`src/rtl/multu_hilo_pkg.sv`:
```
// -----------------------------------------------------------------------------
// multu_hilo_pkg
// Shared definitions for the EX-stage sequential multiplier.
//   - function codes, common with ALU control (MULTU / MFHI / MFLO)
//   - multiplier FSM state encoding
//   - default operand width
// -----------------------------------------------------------------------------
package multu_hilo_pkg;

    localparam int WIDTH_DEFAULT = 32;

    localparam logic [5:0] MULTU = 6'b011001;
    localparam logic [5:0] MFHI  = 6'b010000;
    localparam logic [5:0] MFLO  = 6'b010010;

    typedef enum logic [1:0] {
        IDLE = 2'd0,
        RUN  = 2'd1,
        DONE = 2'd2
    } state_t;

endpackage : multu_hilo_pkg

```
`src/rtl/multu_hilo_unit_hilo_reg.sv`:
```
// -----------------------------------------------------------------------------
// hilo_reg
// HI/LO result registers with the MFHI/MFLO read mux.
// Ports:
//   clk, reset   : clock, asynchronous active-high reset
//   we           : load {hi, lo} from wdata
//   wdata        : 2*WIDTH product, upper half goes to hi
//   funct        : function code selecting the read mux source
//   hi, lo       : registered HI / LO
//   mf_out       : hi on MFHI, lo on MFLO, otherwise 0 (combinational)
// -----------------------------------------------------------------------------
module hilo_reg
    import multu_hilo_pkg::*;
#(
    parameter int WIDTH = WIDTH_DEFAULT
) (
    input  logic                 clk,
    input  logic                 reset,
    input  logic                 we,
    input  logic [2*WIDTH-1:0]   wdata,
    input  logic [5:0]           funct,
    output logic [WIDTH-1:0]     hi,
    output logic [WIDTH-1:0]     lo,
    output logic [WIDTH-1:0]     mf_out
);

    logic [WIDTH-1:0] hi_r;
    logic [WIDTH-1:0] lo_r;
    logic [WIDTH-1:0] mf_s;

    // HI/LO storage: change only on a completed product or reset
    always_ff @(posedge clk or posedge reset) begin
        if (reset) begin
            hi_r <= '0;
            lo_r <= '0;
        end else if (we) begin
            hi_r <= wdata[2*WIDTH-1:WIDTH];
            lo_r <= wdata[WIDTH-1:0];
        end else begin
            hi_r <= hi_r;
            lo_r <= lo_r;
        end
    end

    // Zero-latency read mux for the writeback path
    always_comb begin
        mf_s = '0;
        case (funct)
            MFHI:    mf_s = hi_r;
            MFLO:    mf_s = lo_r;
            default: mf_s = '0;
        endcase
    end

    assign hi     = hi_r;
    assign lo     = lo_r;
    assign mf_out = mf_s;

endmodule : hilo_reg

```
`src/rtl/multu_hilo_unit.sv`:
```
// -----------------------------------------------------------------------------
// multu_hilo_unit
// WIDTH-cycle shift-add unsigned multiplier (MULTU) with HI/LO result
// registers and MFHI/MFLO read-out.
// Ports:
//   clk, reset   : clock, asynchronous active-high reset
//   funct        : function code from ALU control
//   mulreset     : multiply start request (level, sampled on clk rise)
//   a, b         : multiplicand (rs), multiplier (rt)
//   hi, lo       : product registers
//   mf_out       : MFHI/MFLO read value, 0 for any other funct
//   busy         : high while iterating
//   done         : one-cycle pulse when hi/lo take a new product
// -----------------------------------------------------------------------------
module multu_hilo_unit
    import multu_hilo_pkg::*;
#(
    parameter int WIDTH = WIDTH_DEFAULT
) (
    input  logic               clk,
    input  logic               reset,
    input  logic [5:0]         funct,
    input  logic               mulreset,
    input  logic [WIDTH-1:0]   a,
    input  logic [WIDTH-1:0]   b,
    output logic [WIDTH-1:0]   hi,
    output logic [WIDTH-1:0]   lo,
    output logic [WIDTH-1:0]   mf_out,
    output logic               busy,
    output logic               done
);

    localparam int CNT_W = $clog2(WIDTH) + 1;
    localparam logic [CNT_W-1:0] LAST_CNT = CNT_W'(WIDTH - 1);

    state_t            state_r;
    state_t            next_state_s;
    logic              accept_s;
    logic              iterate_s;
    logic              finish_s;

    logic [CNT_W-1:0]  count_r;
    logic [WIDTH-1:0]  mcand_r;
    logic [WIDTH-1:0]  upper_r;
    logic [WIDTH-1:0]  lower_r;
    logic              busy_r;
    logic              done_r;

    logic [WIDTH:0]    addend_s;
    logic [WIDTH:0]    sum_s;
    logic [WIDTH-1:0]  shift_upper_s;
    logic [WIDTH-1:0]  shift_lower_s;

    // State register
    always_ff @(posedge clk or posedge reset) begin
        if (reset) begin
            state_r <= IDLE;
        end else begin
            state_r <= next_state_s;
        end
    end

    // Next-state and per-edge control decode
    always_comb begin
        next_state_s = state_r;
        accept_s     = 1'b0;
        iterate_s    = 1'b0;
        finish_s     = 1'b0;
        case (state_r)
            IDLE: begin
                if (mulreset && (funct == MULTU)) begin
                    accept_s     = 1'b1;
                    next_state_s = RUN;
                end else begin
                    next_state_s = IDLE;
                end
            end
            RUN: begin
                iterate_s = 1'b1;
                if (count_r == LAST_CNT) begin
                    finish_s     = 1'b1;
                    next_state_s = DONE;
                end else begin
                    next_state_s = RUN;
                end
            end
            DONE: begin
                // start requests are not looked at here; IDLE follows unconditionally
                next_state_s = IDLE;
            end
            default: begin
                next_state_s = IDLE;
            end
        endcase
    end

    // One shift-add step: the (WIDTH+1)-bit sum carries the add carry-out,
    // and shifting {sum, lower} right by one consumes it, so no separate
    // carry register has to survive between iterations.
    always_comb begin
        addend_s = '0;
        if (lower_r[0]) begin
            addend_s = {1'b0, mcand_r};
        end else begin
            addend_s = '0;
        end
        sum_s         = {1'b0, upper_r} + addend_s;
        shift_upper_s = sum_s[WIDTH:1];
        shift_lower_s = {sum_s[0], lower_r[WIDTH-1:1]};
    end

    // Datapath registers: operand latch on accept, shift-add while running
    always_ff @(posedge clk or posedge reset) begin
        if (reset) begin
            mcand_r <= '0;
            upper_r <= '0;
            lower_r <= '0;
            count_r <= '0;
        end else if (accept_s) begin
            mcand_r <= a;
            upper_r <= '0;
            lower_r <= b;
            count_r <= '0;
        end else if (iterate_s) begin
            mcand_r <= mcand_r;
            upper_r <= shift_upper_s;
            lower_r <= shift_lower_s;
            count_r <= count_r + CNT_W'(1);
        end else begin
            mcand_r <= mcand_r;
            upper_r <= upper_r;
            lower_r <= lower_r;
            count_r <= count_r;
        end
    end

    // Status flags: busy spans the iterations, done marks the HI/LO load
    always_ff @(posedge clk or posedge reset) begin
        if (reset) begin
            busy_r <= 1'b0;
            done_r <= 1'b0;
        end else begin
            if (accept_s) begin
                busy_r <= 1'b1;
            end else if (finish_s) begin
                busy_r <= 1'b0;
            end else begin
                busy_r <= busy_r;
            end
            done_r <= finish_s;
        end
    end

    // The last iteration's shifted value is the finished product
    hilo_reg #(
        .WIDTH (WIDTH)
    ) u_hilo_reg (
        .clk    (clk),
        .reset  (reset),
        .we     (finish_s),
        .wdata  ({shift_upper_s, shift_lower_s}),
        .funct  (funct),
        .hi     (hi),
        .lo     (lo),
        .mf_out (mf_out)
    );

    assign busy = busy_r;
    assign done = done_r;

endmodule : multu_hilo_unit
```
`config.mk`:
```
export PLATFORM = sky130hd
export DESIGN_NAME = multu_hilo_unit
export DESIGN_NICKNAME = d
export VERILOG_FILES = /design/src/rtl/multu_hilo_pkg.sv /design/src/rtl/multu_hilo_unit_hilo_reg.sv /design/src/rtl/multu_hilo_unit.sv
export SDC_FILE = /design/constraint.sdc
export NUM_CORES = 1
export LEC_CHECK = 0
export ABC_AREA = 1
export CORE_ASPECT_RATIO = 2
export CORE_MARGIN = 1.5
export CORE_UTILIZATION = 54
export CTS_CLUSTER_DIAMETER = 120
export CTS_CLUSTER_SIZE = 8
export DETAILED_ROUTE_END_ITERATION = 7
export GPL_ROUTABILITY_DRIVEN = 0
export MAX_ROUTING_LAYER = met4
export PLACE_DENSITY_LB_ADDON = 0.15
export SYNTH_ARGS = -nofsm -noshare
export SYNTH_HDL_FRONTEND = slang
export SYNTH_SLANG_ARGS = --single-unit
```
`constraint.sdc`:
```
create_clock -name clk -period 6.7 [get_ports clk]
set_clock_uncertainty 0.1 [all_clocks]
set_input_delay 1.34 -clock clk [delete_from_list [all_inputs] [get_ports clk]]
set_output_delay 1.34 -clock clk [all_outputs]
set_load 0.01 [all_outputs]
```
==> impl_metrics.csv <==
group,metric,value,unit
grt,antenna_found_initial,0,
timing,worst_slew_margin_rel,30.3,%
detailed_routing,first_iter_violations,380,
clocking,clk_latency,0.44,ns
floorplanning,die_y,193,um
clocking,cts_tree,"yes",
floorplanning,start_util,54.9,%
floorplanning,core_area,0.0178,sq mm
power_and_ir_drop,peakVddDrop,0.000210,V
critical_path,r2r-start,"state_r[0]",
timing,max_freq,0.186,GHz
timing,drv_slew,0,
logic_synthesis,syn_area,0.00977,sq mm
critical_path,worstPathMaxFanout,32,
power_and_ir_drop,combPwrFrac,31.7,%
power_and_ir_drop,power_leakage,6.76,nW
detailed_routing,via_count,8818,
finish,mostFrequentLayoutCells,"nand2_1, inv_1, dfrtp_1, clkdlybuf4s50_1, o21ai_0",
clocking,post_cts_resized,0,
job,maxCapViolCount,0,
detailed_routing,vias_per_cell,5.27,
logic_synthesis,syn_area_per_cell,7.52,sq um
detailed_routing,routed_wl,27100,um
power_and_ir_drop,switchingPower,0.00124,W
worst_hold_path,min_path_cells,2,
timing,worst_pin_slew,1.05,ns
power_and_ir_drop,switching_share,35.8,%
timing,hold_viol,0,
critical_path,critPathKind,"input port to primary output",
logic_synthesis,syn_nets,1406,
logic_synthesis,synth_seq_cells,170,
timing,tns,0,ns
timing,setup_viol,0,
timing,setup_ws,1.32,ns
place,dp_hpwl,19800,um
grt,grt_overflow,0,
critical_path,startpoint_type,"input port",
clocking,numCtsBuffers,17,
timing,min_period,5.38,ns
finish,diodes,0,
floorplanning,rows,69,
finish,mostFrequentLayoutCell,"nand2_1",
clocking,post_cts_buffers,0,
logic_synthesis,ys_warn_count,0,
grt,grt_max_degree,103,
grt,grt_pass1_vias,8991,
worst_hold_path,holdCritPathClass,"flip-flop to flip-flop",
worst_hold_path,worstHoldStart,"upper_r[26]",
clocking,cts_max_path_buffers,2,
critical_path,r2r_setup_slack,3.52,ns
finish,stdcell_area,0.0122,sq mm
detailed_routing,antenna_left,0,
power_and_ir_drop,p_int,0.00223,W
clocking,postCtsHoldBufs,0,
clocking,cts.sinks,170,
grt,grt_pass1_wl,44400,um
detailed_routing,drcViolationCount,0,
power_and_ir_drop,power_density,286,mW/mm^2
timing,whs,0.390,ns
power_and_ir_drop,clock_power_share,27.0,%
grt,grtUsageTotal,30.7,%
logic_synthesis,synthDistinctLibCells,37,
power_and_ir_drop,seqPwrFrac,41.3,%
floorplanning,die_area,0.0190,sq mm
clocking,htreeDepth,4,
place,place_ws,1.33,ns
logic_synthesis,ys_seq_area_share,43.6,%
finish,nets,1555,
place,place_area,0.0116,sq mm
detailed_routing,drt-wirelength-per-cell,16.2,um
floorplanning,io_pins,171,
floorplanning,dieWidth,98.1,um
detailed_routing,drtPass1Iterations,6,
critical_path,cp_data_arrival_time,3.94,ns
timing,rsz0062_at_grt,"no",
clocking,clk_pin_slew,0.07,ns
finish,syn2layout_area_growth,24.5,%
power_and_ir_drop,total_power,0.00347,W
worst_hold_path,hold_end,"upper_r[26]",
critical_path,timing.rr.end,"lower_r[0]",
finish,drive_above_1_share,5.62,%
clocking,cts-root-buf,"clkbuf_16",
place,port_buffers,170,
timing,fin_crit_sh,80.3,%
critical_path,required,5.26,ns
status,status,"complete, no violations",
critical_path,cp-end-kind,"primary output",
critical_path,reg2reg_depth,8,
logic_synthesis,syn-instance-count,1299,
==> registers in the layout, summed over array words and instances (netlist names) <==
name / flops
busy: 1
count_r: 6
done: 1
lower_r: 32
mcand_r: 32
state_r: 2
u_hilo_reg.hi: 32
u_hilo_reg.lo: 32
upper_r: 32
==> worst max-delay path by stage <==
stage                        start          to  slack, ns  depth (start not counted)
final                     funct[4]  mf_out[11]       1.32                          8
after global routing      funct[4]   mf_out[8]       1.16                          8
after CTS                 funct[4]  mf_out[11]       1.32                          8
after detailed placement  funct[4]   mf_out[8]       1.33                          8
after global placement    funct[4]  mf_out[27]       1.41                          8
after floorplan              reset        busy       0.66                          1
==> cells in the mapped netlist, drive strengths merged <==
| master | number | share of area [%] |
|---|---|---|
| ha | 33 | 4.2 |
| and2 | 2 | 0.13 |
| inv | 272 | 10 |
| buf | 13 | 0.83 |
| o21bai | 2 | 0.15 |
| nand3b | 2 | 0.15 |
| o211ai | 1 | 0.077 |
| a21o | 1 | 0.077 |
| nand3 | 64 | 3.3 |
| o22ai | 32 | 2.0 |
| or2 | 3 | 0.19 |
| nand2 | 405 | 16 |
| nand4 | 32 | 2.0 |
| a22o | 1 | 0.090 |
| xor2 | 1 | 0.090 |
| o221ai | 32 | 2.9 |
| xnor2 | 12 | 1.1 |
| a21oi | 21 | 1.1 |
| dfrtp | 170 | 44 |
| fa | 1 | 0.20 |
| nor2 | 52 | 2.1 |
| nor3 | 4 | 0.20 |
| clkbuf | 38 | 1.5 |
| mux2i | 1 | 0.10 |
| nor4 | 3 | 0.26 |
| mux2 | 32 | 4.1 |
| o21ai | 69 | 3.5 |
==> critical path, cell delays in order <==
cell	delay, ns
clkdlybuf4s50_1	0.45
inv_1	0.03
or2_2	0.30
nor2_4	0.56
nand3_1	0.16
buf_4	0.30
o22ai_1	0.22
clkdlybuf4s50_1	0.58
==> cell families (layout without fill, tap and decap cells) <==
family,after synthesis,after routing,share of synthesized area (%)
AO/OA/AOI/OAI,159,159,9.93
XOR/XNOR,13,13,1.17
adder cells (fa/ha/maj),34,34,4.43
buffers and inverters,323,484,12.7
flip-flops,170,170,43.6
multiplexers,33,33,4.18
AND/OR/NAND/NOR,567,567,24.0
==> layer usage <==
layer	GRT usage (%)	routed length (um)	up-vias
li1	-	-	4378
met1	33.6	10500	4077
met2	52.1	13800	279
met3	5.17	1350	84
met4	17.0	1500	0
met5	-	0	-
==> metrics by stage <==
stage / instances / utilization (%)
after global placement: 1642 / 65.3
after global routing: 1673 / 68.4
final: 1673 / 68.4
after detailed placement: 1642 / 65.3
after floorplan: 1299 / -
after CTS: 1673 / 68.4
==> power groups by stage <==
stage	logic (W)	registers (W)	clock network, W
floorplan	0.000670	0.00144	0
global placement	0.00107	0.00144	0
detailed placement	0.00109	0.00145	0
CTS	0.00110	0.00143	0.000951
global route	0.00123	0.00147	0.00100
finish	0.00110	0.00143	0.000939
==> cell type report <==
class | instances | area [sq um]
Multi-Input combinational cell | 806 | 4280
Clock inverter | 13 | 110
Clock buffer | 18 | 439
Fill cell | 1489 | 5620
Sequential cell | 170 | 4250
Inverter | 272 | 1030
Tap cell | 213 | 267
Timing Repair Buffer | 181 | 1780
Power figures use the tool's default switching activity.
==> variant (config.mk and constraints unchanged) <==
Encoding of `state_t`: now one-hot (3 bits for 3 states).
--- a/src/rtl/multu_hilo_pkg.sv
+++ b/src/rtl/multu_hilo_pkg.sv
@@ -13,10 +13,10 @@
     localparam logic [5:0] MFHI  = 6'b010000;
     localparam logic [5:0] MFLO  = 6'b010010;
 
-    typedef enum logic [1:0] {
-        IDLE = 2'd0,
-        RUN  = 2'd1,
-        DONE = 2'd2
+    typedef enum logic [2:0] {
+        IDLE = 3'b001,
+        RUN  = 3'b010,
+        DONE = 3'b100
     } state_t;
 
 endpackage : multu_hilo_pkg
Behaviour: same outputs for any inputs over 10 cycles, from zero or initial values and one cycle with reset high; not proved beyond that.
==> variant against the unedited design <==
- via count up 4.2%
- total power is 8.0% lower
- worst setup slack improved by 790 ps
- final area down 0.51%
- fmax rose by 17%
- sequential cell count increased by 1
- wire length up 4.0%
- area after synthesis up 0.18%
- critical path type unchanged
- largest cell class is now registers
- highest routed layer unchanged
==> variant: results (changes against the unedited design) <==
run status finished, final reports clean (unchanged); Max transition margin 33.6% (was 30.3%); Non-Clock Inverter Count 258 (was 272); routed wl met3 1240 um (was 1350 um); Final Power 3.20 mW (was 3.47 mW); GR met2 Demand/Resource 53.7% (was 52.1%); min-delay src mcand_r[16] (was upper_r[26]); sequential-to-total area share from yosys stat 43.7% (was 43.6%); maximum VDD drop 0.198 mV (was 0.210 mV); GR Util met3 4.41% (was 5.17%); met1 Usage GRT 35.7% (was 33.6%); area of the multi-input gates 4260 um2 (was 4280 um2); Final HPWL DP 20600 um (was 19800 um); post-synth net total 1464 (was 1406); Routed WL 28200 um (was 27100 um); WL met2 14400 um (was 13800 um); WHS 381 ps (was 390 ps); Clock Power Share 29.7% (was 27.0%); Internal Pwr Total 2.09 mW (was 2.23 mW); NonClk Buf Share 14.6% (was 14.7%); layout cells sized above 1 4.67% (was 5.62%); clk tree area frac 4.57% (was 4.52%); global-route wire length before repair 46300 um (was 44400 um); final design area excluding fillers 12100 um2 (was 12200 um2); Synth area leaders dfrtp_1 43%, nand2_1 20%, inv_1 9.7% (was dfrtp_1 44%, nand2_1 16%, inv_1 10%); Non-Clock Buffer Count 179 (was 181); Non-Filler Instances 1732 (was 1673); Distinct cells, synth 40 (was 37); total number of vias 9185 (was 8818); DRT Pass-1 Iters 8 (was 6)
[variant: final timing paths]
| path | endpoint | depth (start not counted) |
|---|---|---|
| max | mf_out[26] | 7 |
| min | mcand_r[16] | 2 |
| max reg2reg | u_hilo_reg.hi[19] | 16 |
| min reg2reg | mcand_r[16] | 2 |
| max in group asynchronous | upper_r[25] | 3 |
| min in group asynchronous | lower_r[20] | 2 |
[variant: critical path, cell delays in order]
cell and delay (ps):
clkdlybuf4s50_1 450, inv_1 40, nor2_1 160, nand3_1 100, buf_4 260, o22ai_1 200
clkdlybuf4s50_1 580
[variant: logic make-up (layout without fill, tap and decap cells)]
logic type | after synthesis | after routing | synth area share (%)
flops | 171 | 171 | 43.7
fa+ha+maj | 34 | 34 | 4.42
simple gates | 674 | 674 | 27.9
compound gates | 159 | 159 | 9.91
buf+inv | 306 | 468 | 12.7
xor+xnor | 13 | 13 | 1.24
